`src/rtl/microphone_sampler_pkg.sv`:
```
// Shared types and elaboration-time helpers for the microphone sampler.
package microphone_sampler_pkg;

    // Frame sequencer states.
    typedef enum logic [1:0] {
        ST_IDLE  = 2'd0,
        ST_SHIFT = 2'd1,
        ST_DONE  = 2'd2
    } state_e;

    // Effective sample period. A frame occupies 2*frame_bits SCLK half
    // periods, plus at least one full SCLK period of CS-high recovery
    // before the next frame. Shorter requested periods are raised to that
    // floor so frames can never overlap.
    function automatic int clamp_period(input int sample_period,
                                        input int frame_bits,
                                        input int clk_div);
        int min_period;
        min_period = (2 * frame_bits + 2) * clk_div;
        return (sample_period < min_period) ? min_period : sample_period;
    endfunction

endpackage

```
`src/rtl/microphone_sampler_spi_sclk_gen.sv`:
```
// SCLK half-period divider. While active, it counts CLK_DIV clk cycles
// per half period and emits a one-cycle pulse at each boundary:
// rise_pulse when SCLK should go high, fall_pulse when it should go low.
// Dropping active returns the divider to its idle (SCLK low) phase.
module spi_sclk_gen #(
    parameter int CLK_DIV = 4
) (
    input  logic clk,
    input  logic rst,
    input  logic active,
    output logic rise_pulse,
    output logic fall_pulse
);

    localparam int DIV_W = (CLK_DIV > 1) ? $clog2(CLK_DIV) : 1;

    logic [DIV_W-1:0] div_q, div_d;
    logic             phase_q, phase_d;
    logic             tick;

    // Divider next state and edge pulses.
    always_comb begin
        // NOTE: every signal assigned here gets a value on every path
        // (defaults first), so no latch can be inferred.
        div_d   = div_q;
        phase_d = phase_q;
        tick    = active && (div_q == DIV_W'(CLK_DIV - 1));

        if (!active) begin
            div_d   = '0;
            phase_d = 1'b0;
        end else if (tick) begin
            div_d   = '0;
            phase_d = ~phase_q;
        end else begin
            div_d   = div_q + 1'b1;
        end

        rise_pulse = tick && !phase_q;
        fall_pulse = tick &&  phase_q;
    end

    // Divider state registers.
    always_ff @(posedge clk or posedge rst) begin
        // NOTE: state updates use non-blocking assignments so every flop
        // samples the pre-edge values, independent of statement order.
        if (rst) begin
            div_q   <= '0;
            phase_q <= 1'b0;
        end else begin
            div_q   <= div_d;
            phase_q <= phase_d;
        end
    end

endmodule

```
`src/rtl/microphone_sampler.sv`:
```
// Periodic SPI (mode 0) reader for a serial microphone ADC. Once per
// sample period it lowers CS, clocks FRAME_BITS bits of CMD out on MOSI
// while capturing MISO, then publishes an 8-bit field of the received
// word on `sample` with a one-cycle `sample_valid` strobe.
module microphone_sampler
    import microphone_sampler_pkg::*;
#(
    parameter int                    CLK_DIV       = 4,
    parameter int                    FRAME_BITS    = 16,
    parameter int                    SAMPLE_PERIOD = 2000,
    parameter logic [FRAME_BITS-1:0] CMD           = 16'h0000,
    parameter int                    DATA_MSB      = 11
) (
    output logic       spi_clk,
    output logic       spi_mosi,
    output logic       spi_cs,
    input  logic       spi_miso,
    input  logic       clk,
    input  logic       rst,
    output logic [7:0] sample,
    output logic       sample_valid
);

    localparam int PERIOD = clamp_period(SAMPLE_PERIOD, FRAME_BITS, CLK_DIV);
    localparam int CNT_W  = $clog2(PERIOD);
    localparam int BIT_W  = $clog2(FRAME_BITS + 1);
    // Only the low DATA_MSB+1 bits of the received word can reach the
    // sample field; older bits shift out of the top and are never needed.
    localparam int RX_W   = DATA_MSB + 1;

    state_e                state_q, state_d;
    logic [CNT_W-1:0]      cnt_q, cnt_d;
    logic [BIT_W-1:0]      bit_q, bit_d;
    logic [FRAME_BITS-1:0] tx_q, tx_d;
    logic [RX_W-1:0]       rx_q, rx_d;
    logic                  cs_q, cs_d;
    logic                  sclk_q, sclk_d;
    logic                  mosi_q, mosi_d;
    logic [7:0]            sample_q, sample_d;
    logic                  valid_q, valid_d;

    logic                  sclk_active;
    logic                  sclk_rise;
    logic                  sclk_fall;
    logic                  last_bit;

    assign sclk_active = (state_q == ST_SHIFT);
    assign last_bit    = (bit_q == BIT_W'(FRAME_BITS - 1));

    spi_sclk_gen #(
        .CLK_DIV (CLK_DIV)
    ) u_sclk_gen (
        .clk        (clk),
        .rst        (rst),
        .active     (sclk_active),
        .rise_pulse (sclk_rise),
        .fall_pulse (sclk_fall)
    );

    // Period counter, frame sequencer and shift-register next state.
    always_comb begin
        state_d  = state_q;
        bit_d    = bit_q;
        tx_d     = tx_q;
        rx_d     = rx_q;
        cs_d     = cs_q;
        sclk_d   = sclk_q;
        mosi_d   = mosi_q;
        sample_d = sample_q;
        valid_d  = 1'b0;

        // Free-running so CS falls exactly every PERIOD cycles.
        if (cnt_q == CNT_W'(PERIOD - 1)) begin
            cnt_d = '0;
        end else begin
            cnt_d = cnt_q + 1'b1;
        end

        unique case (state_q)
            ST_IDLE: begin
                if (cnt_q == '0) begin
                    state_d = ST_SHIFT;
                    cs_d    = 1'b0;
                    mosi_d  = CMD[FRAME_BITS-1];
                    tx_d    = CMD << 1;
                    rx_d    = '0;
                    bit_d   = '0;
                end
            end

            ST_SHIFT: begin
                if (sclk_rise) begin
                    sclk_d = 1'b1;
                    rx_d   = {rx_q[RX_W-2:0], spi_miso};
                end
                if (sclk_fall) begin
                    sclk_d = 1'b0;
                    if (last_bit) begin
                        // Frame complete: release CS and publish the result.
                        state_d  = ST_DONE;
                        cs_d     = 1'b1;
                        mosi_d   = 1'b0;
                        sample_d = rx_q[DATA_MSB -: 8];
                        valid_d  = 1'b1;
                    end else begin
                        mosi_d = tx_q[FRAME_BITS-1];
                        tx_d   = tx_q << 1;
                        bit_d  = bit_q + 1'b1;
                    end
                end
            end

            ST_DONE: begin
                state_d = ST_IDLE;
            end

            default: begin
                state_d = ST_IDLE;
            end
        endcase
    end

    // State and output registers; reset aborts any frame in progress.
    always_ff @(posedge clk or posedge rst) begin
        if (rst) begin
            state_q  <= ST_IDLE;
            cnt_q    <= '0;
            bit_q    <= '0;
            tx_q     <= '0;
            rx_q     <= '0;
            cs_q     <= 1'b1;
            sclk_q   <= 1'b0;
            mosi_q   <= 1'b0;
            sample_q <= 8'h00;
            valid_q  <= 1'b0;
        end else begin
            state_q  <= state_d;
            cnt_q    <= cnt_d;
            bit_q    <= bit_d;
            tx_q     <= tx_d;
            rx_q     <= rx_d;
            cs_q     <= cs_d;
            sclk_q   <= sclk_d;
            mosi_q   <= mosi_d;
            sample_q <= sample_d;
            valid_q  <= valid_d;
        end
    end

    assign spi_clk      = sclk_q;
    assign spi_mosi     = mosi_q;
    assign spi_cs       = cs_q;
    assign sample       = sample_q;
    assign sample_valid = valid_q;

endmodule

```
`config.mk`:
```
export PLATFORM = sky130hd
export DESIGN_NAME = microphone_sampler
export DESIGN_NICKNAME = d
export VERILOG_FILES = /design/src/rtl/microphone_sampler_pkg.sv /design/src/rtl/microphone_sampler_spi_sclk_gen.sv /design/src/rtl/microphone_sampler.sv
export SDC_FILE = /design/constraint.sdc
export NUM_CORES = 1
export LEC_CHECK = 0
export ABC_AREA = 1
export BUFFER_PORTS_ARGS = -buffer_cell sky130_fd_sc_hd__buf_2
export CAP_MARGIN = 30
export CORE_MARGIN = 2
export CORE_UTILIZATION = 35
export CTS_BUF_LIST = sky130_fd_sc_hd__clkbuf_8 sky130_fd_sc_hd__clkbuf_16
export DETAILED_ROUTE_END_ITERATION = 6
export PLACE_DENSITY = 0.55
export SYNTH_ARGS = -nofsm -noshare
export SYNTH_HDL_FRONTEND = slang
export SYNTH_SLANG_ARGS = --single-unit
```
`constraint.sdc`:
```
create_clock -name clk -period 2.26 [get_ports clk]
set_input_delay 0.226 -clock clk [delete_from_list [all_inputs] [get_ports clk]]
set_output_delay 0.226 -clock clk [all_outputs]
set_load 0.01 [all_outputs]
```
==> flow_metrics.py <==
metrics = {
    "outcome": {
        "outcome": "completed",
    },
    "pwr": {
        "peakVddDrop_mv": 0.2841,
        "p_per_area_mw_per_mm2": 624.8,
        "leakagePower_nw": 1.267,
    },
    "die": {
        "initial_core_util_pct": 36.86,
        "die_height_um": 80.85,
        "coreArea_mm2": 0.005608,
        "pin_count": 15,
        "die_w_um": 80.85,
        "dieArea_mm2": 0.006537,
        "row_count": 27,
    },
    "sta": {
        "hold_viol": 0,
        "layout_setup_ws_ns": 0.6017,
        "period_share_pct": 73.37,
        "period_needed_ns": 1.658,
        "hold_ws_ns": 0.06014,
        "slew_violations": 0,
        "tightestPinTransition_ns": 0.5526,
        "slew_headroom_pct": 63.16,
        "tns_ns": 0,
        "skew_ns": 0.008467,
        "fmax_mhz": 603.0,
        "rsz0062_at_grt": "false",
        "finalSetupViolCount": 0,
    },
    "yosys": {
        "synthesis.area_mm2": 0.002067,
        "yosys-top-cells-count": "73 x nand2_1, 43 x dfrtp_1, 28 x inv_1",
        "synth_top_cell_by_area": "dfrtp_1",
        "ys_ff_latch": 44,
        "syn_avg_cell_area_um2": 8.268,
        "yosysUniqueCellTypes": 25,
        "synth_edf_count": 0,
        "synth_nets": 258,
        "ys_warn_count": 0,
        "synth_ff_type": "dfrtp_1",
        "yosysMostFrequentCell": "nand2_1",
        "syn_inst": 250,
        "async_flop_share_pct": 100.0,
        "synth.top_cell.area_share_pct": 52.06,
        "synth_area_leaders": "dfrtp_1 52%, nand2_1 13%, nand3_1 6.3%",
        "seq_area_frac_synth_pct": 53.33,
    },
    "clock_tree": {
        "root_buffer": "clkbuf_8",
        "clock_sinks": 44,
        "cts_resized": 0,
        "clk_latency_ns": 0.29,
        "cts_buffers": 5,
        "clk_pin_slew_worst_paths_ns": 0.09,
        "cts_tree": "built",
        "holdBufCountCts": 0,
        "cts_setup_buffers": 0,
        "htree_levels": 2,
        "clock_path_buffers": 2,
    },
    "setup_path": {
        "regToRegSetupSlack_ns": 0.60,
        "start_kind": "flop",
        "reg2reg_to": "bit_q[0]",
        "crit_fanout": 8,
        "cp-end-kind": "flop",
        "cp_data_required_time_ns": 2.50,
        "arrival_ns": 1.90,
        "reg2regPathDepth": 8,
        "r2r-start": "bit_q[0]",
        "path_class": "flop to flop",
    },
    "detailed_routing": {
        "antenna_left": 0,
        "dr.pass1.iters": 5,
        "vias_per_cell": 4.754,
        "drt-initial-drc-count": 128,
        "wl_per_cell_um": 11.16,
        "wl_um": 3773,
        "drcViolationCount": 0,
        "vias": 1607,
    },
    "finish": {
        "drive_above_1_share_pct": 12.78,
        "n_antenna_cell": 0,
        "fin_util_pct": 41.43,
        "area_growth_pct": 12.41,
        "design_area_mm2": 0.002323,
        "multi_input_area_um2": 805.8,
        "fillCellCount": 594,
        "fin_nets": 273,
        "seq_area_mm2": 0.001102,
    },
    "placed_design": {
        "post-place-ws_ns": 0.6254,
        "dp_hpwl_um": 2575,
        "place_congestion": 0.7906,
        "portBuffers": 13,
        "post_dp_cell_area_mm2": 0.002202,
    },
    "job": {
        "maxCapViolCount": 0,
    },
    "global_route": {
        "grt_usage_pct": 13.22,
        "grt_pass1_vias": 1469,
        "grt_overflow": 0,
        "grt_max_degree": 45,
        "grt_pass1_wl_um": 6782,
        "antenna_found_initial": 0,
    },
    "hold_path": {
        "min-delay-path-class": "input pin to async pin",
    },
}
-- through the flow --
stage	total power [mW]	instances
after floorplan	0.8281	250
after global placement	0.8366	330
after detailed placement	0.8366	330
after CTS	1.481	338
after global routing	1.519	338
final	1.452	338
-- cell families (layout without fill, tap and decap cells) --
group                      after synthesis  in the layout  synth area share (%)
DFF                                     44             44                 53.33
other                                    1              1                0.1814
buffers and inverters                   39             55                 7.688
adders and majority gates                5              5                 3.027
and+or+nand+nor                        148            148                 31.96
xor gates and xnor gates                 2              2                0.8476
AOI/OAI and AO/OA                       11             11                 2.966
-- layer usage --
layer	GRT usage [%]	routed length [µm]
met5	0	0
met4	5.085	37
met3	3.000	141
met2	19.75	1657
met1	18.63	1936
-- cell type report --
cell class / instances / share of cell area, %
clock inverter: 2 / 1.669
tap: 72 / 3.877
multi-input combinational: 167 / 34.68
sequential: 44 / 47.44
timing repair buffer: 16 / 3.770
clock buffer: 6 / 3.554
inverter: 31 / 5.008
-- worst max-delay path by stage --
stage | start | endpoint | slack (ns) | cells past startpoint
global route | bit_q[0] | bit_q[0] | 0.45 | 8
finish | bit_q[0] | bit_q[0] | 0.60 | 8
floorplan | bit_q[0] | bit_q[0] | 0.74 | 8
global placement | bit_q[0] | bit_q[0] | 0.66 | 8
detailed placement | bit_q[0] | bit_q[0] | 0.63 | 8
CTS | bit_q[0] | bit_q[0] | 0.60 | 8
-- cell usage in the layout (no fill, tap or decap), drive strengths merged --
cell	n
conb	1
nand3b	1
buf	16
o21bai	2
dfrtp	43
nand3	26
nand4	15
nand2	74
dfstp	1
o21ai	7
a21oi	1
inv	30
a31oi	1
ha	5
clkbuf	6
nor2	29
or2	3
xor2	2
clkinv	2
bufinv	1
-- worst max-delay path: stages (launching register included) --
cell and delay (ns):
dfrtp_1 0.41, ha_1 0.21, nand2_1 0.09, nor2_1 0.05
ha_1 0.18, inv_1 0.06, nand4_2 0.20, or2_2 0.33
nand2_1 0.07
-- registers in the layout, indices dropped and copies added (netlist names) --
signal              flops
spi_clk                 1
rx_q                   12
bit_q                   5
state_q                 2
u_sclk_gen.div_q        2
sample_valid            1
spi_cs                  1
u_sclk_gen.phase_q      1
cnt_q                  11
sample                  8
-- report_power, final --
part	switching, mW	leakage [nW]	internal (mW)	total, mW
clock	0.271	0.0614	0.362	0.632
sequential	0.00358	0.568	0.792	0.796
combinational	0.0187	0.638	0.00500	0.0237
total	0.293	1.27	1.16	1.45
(Power assumes the default switching activity.)
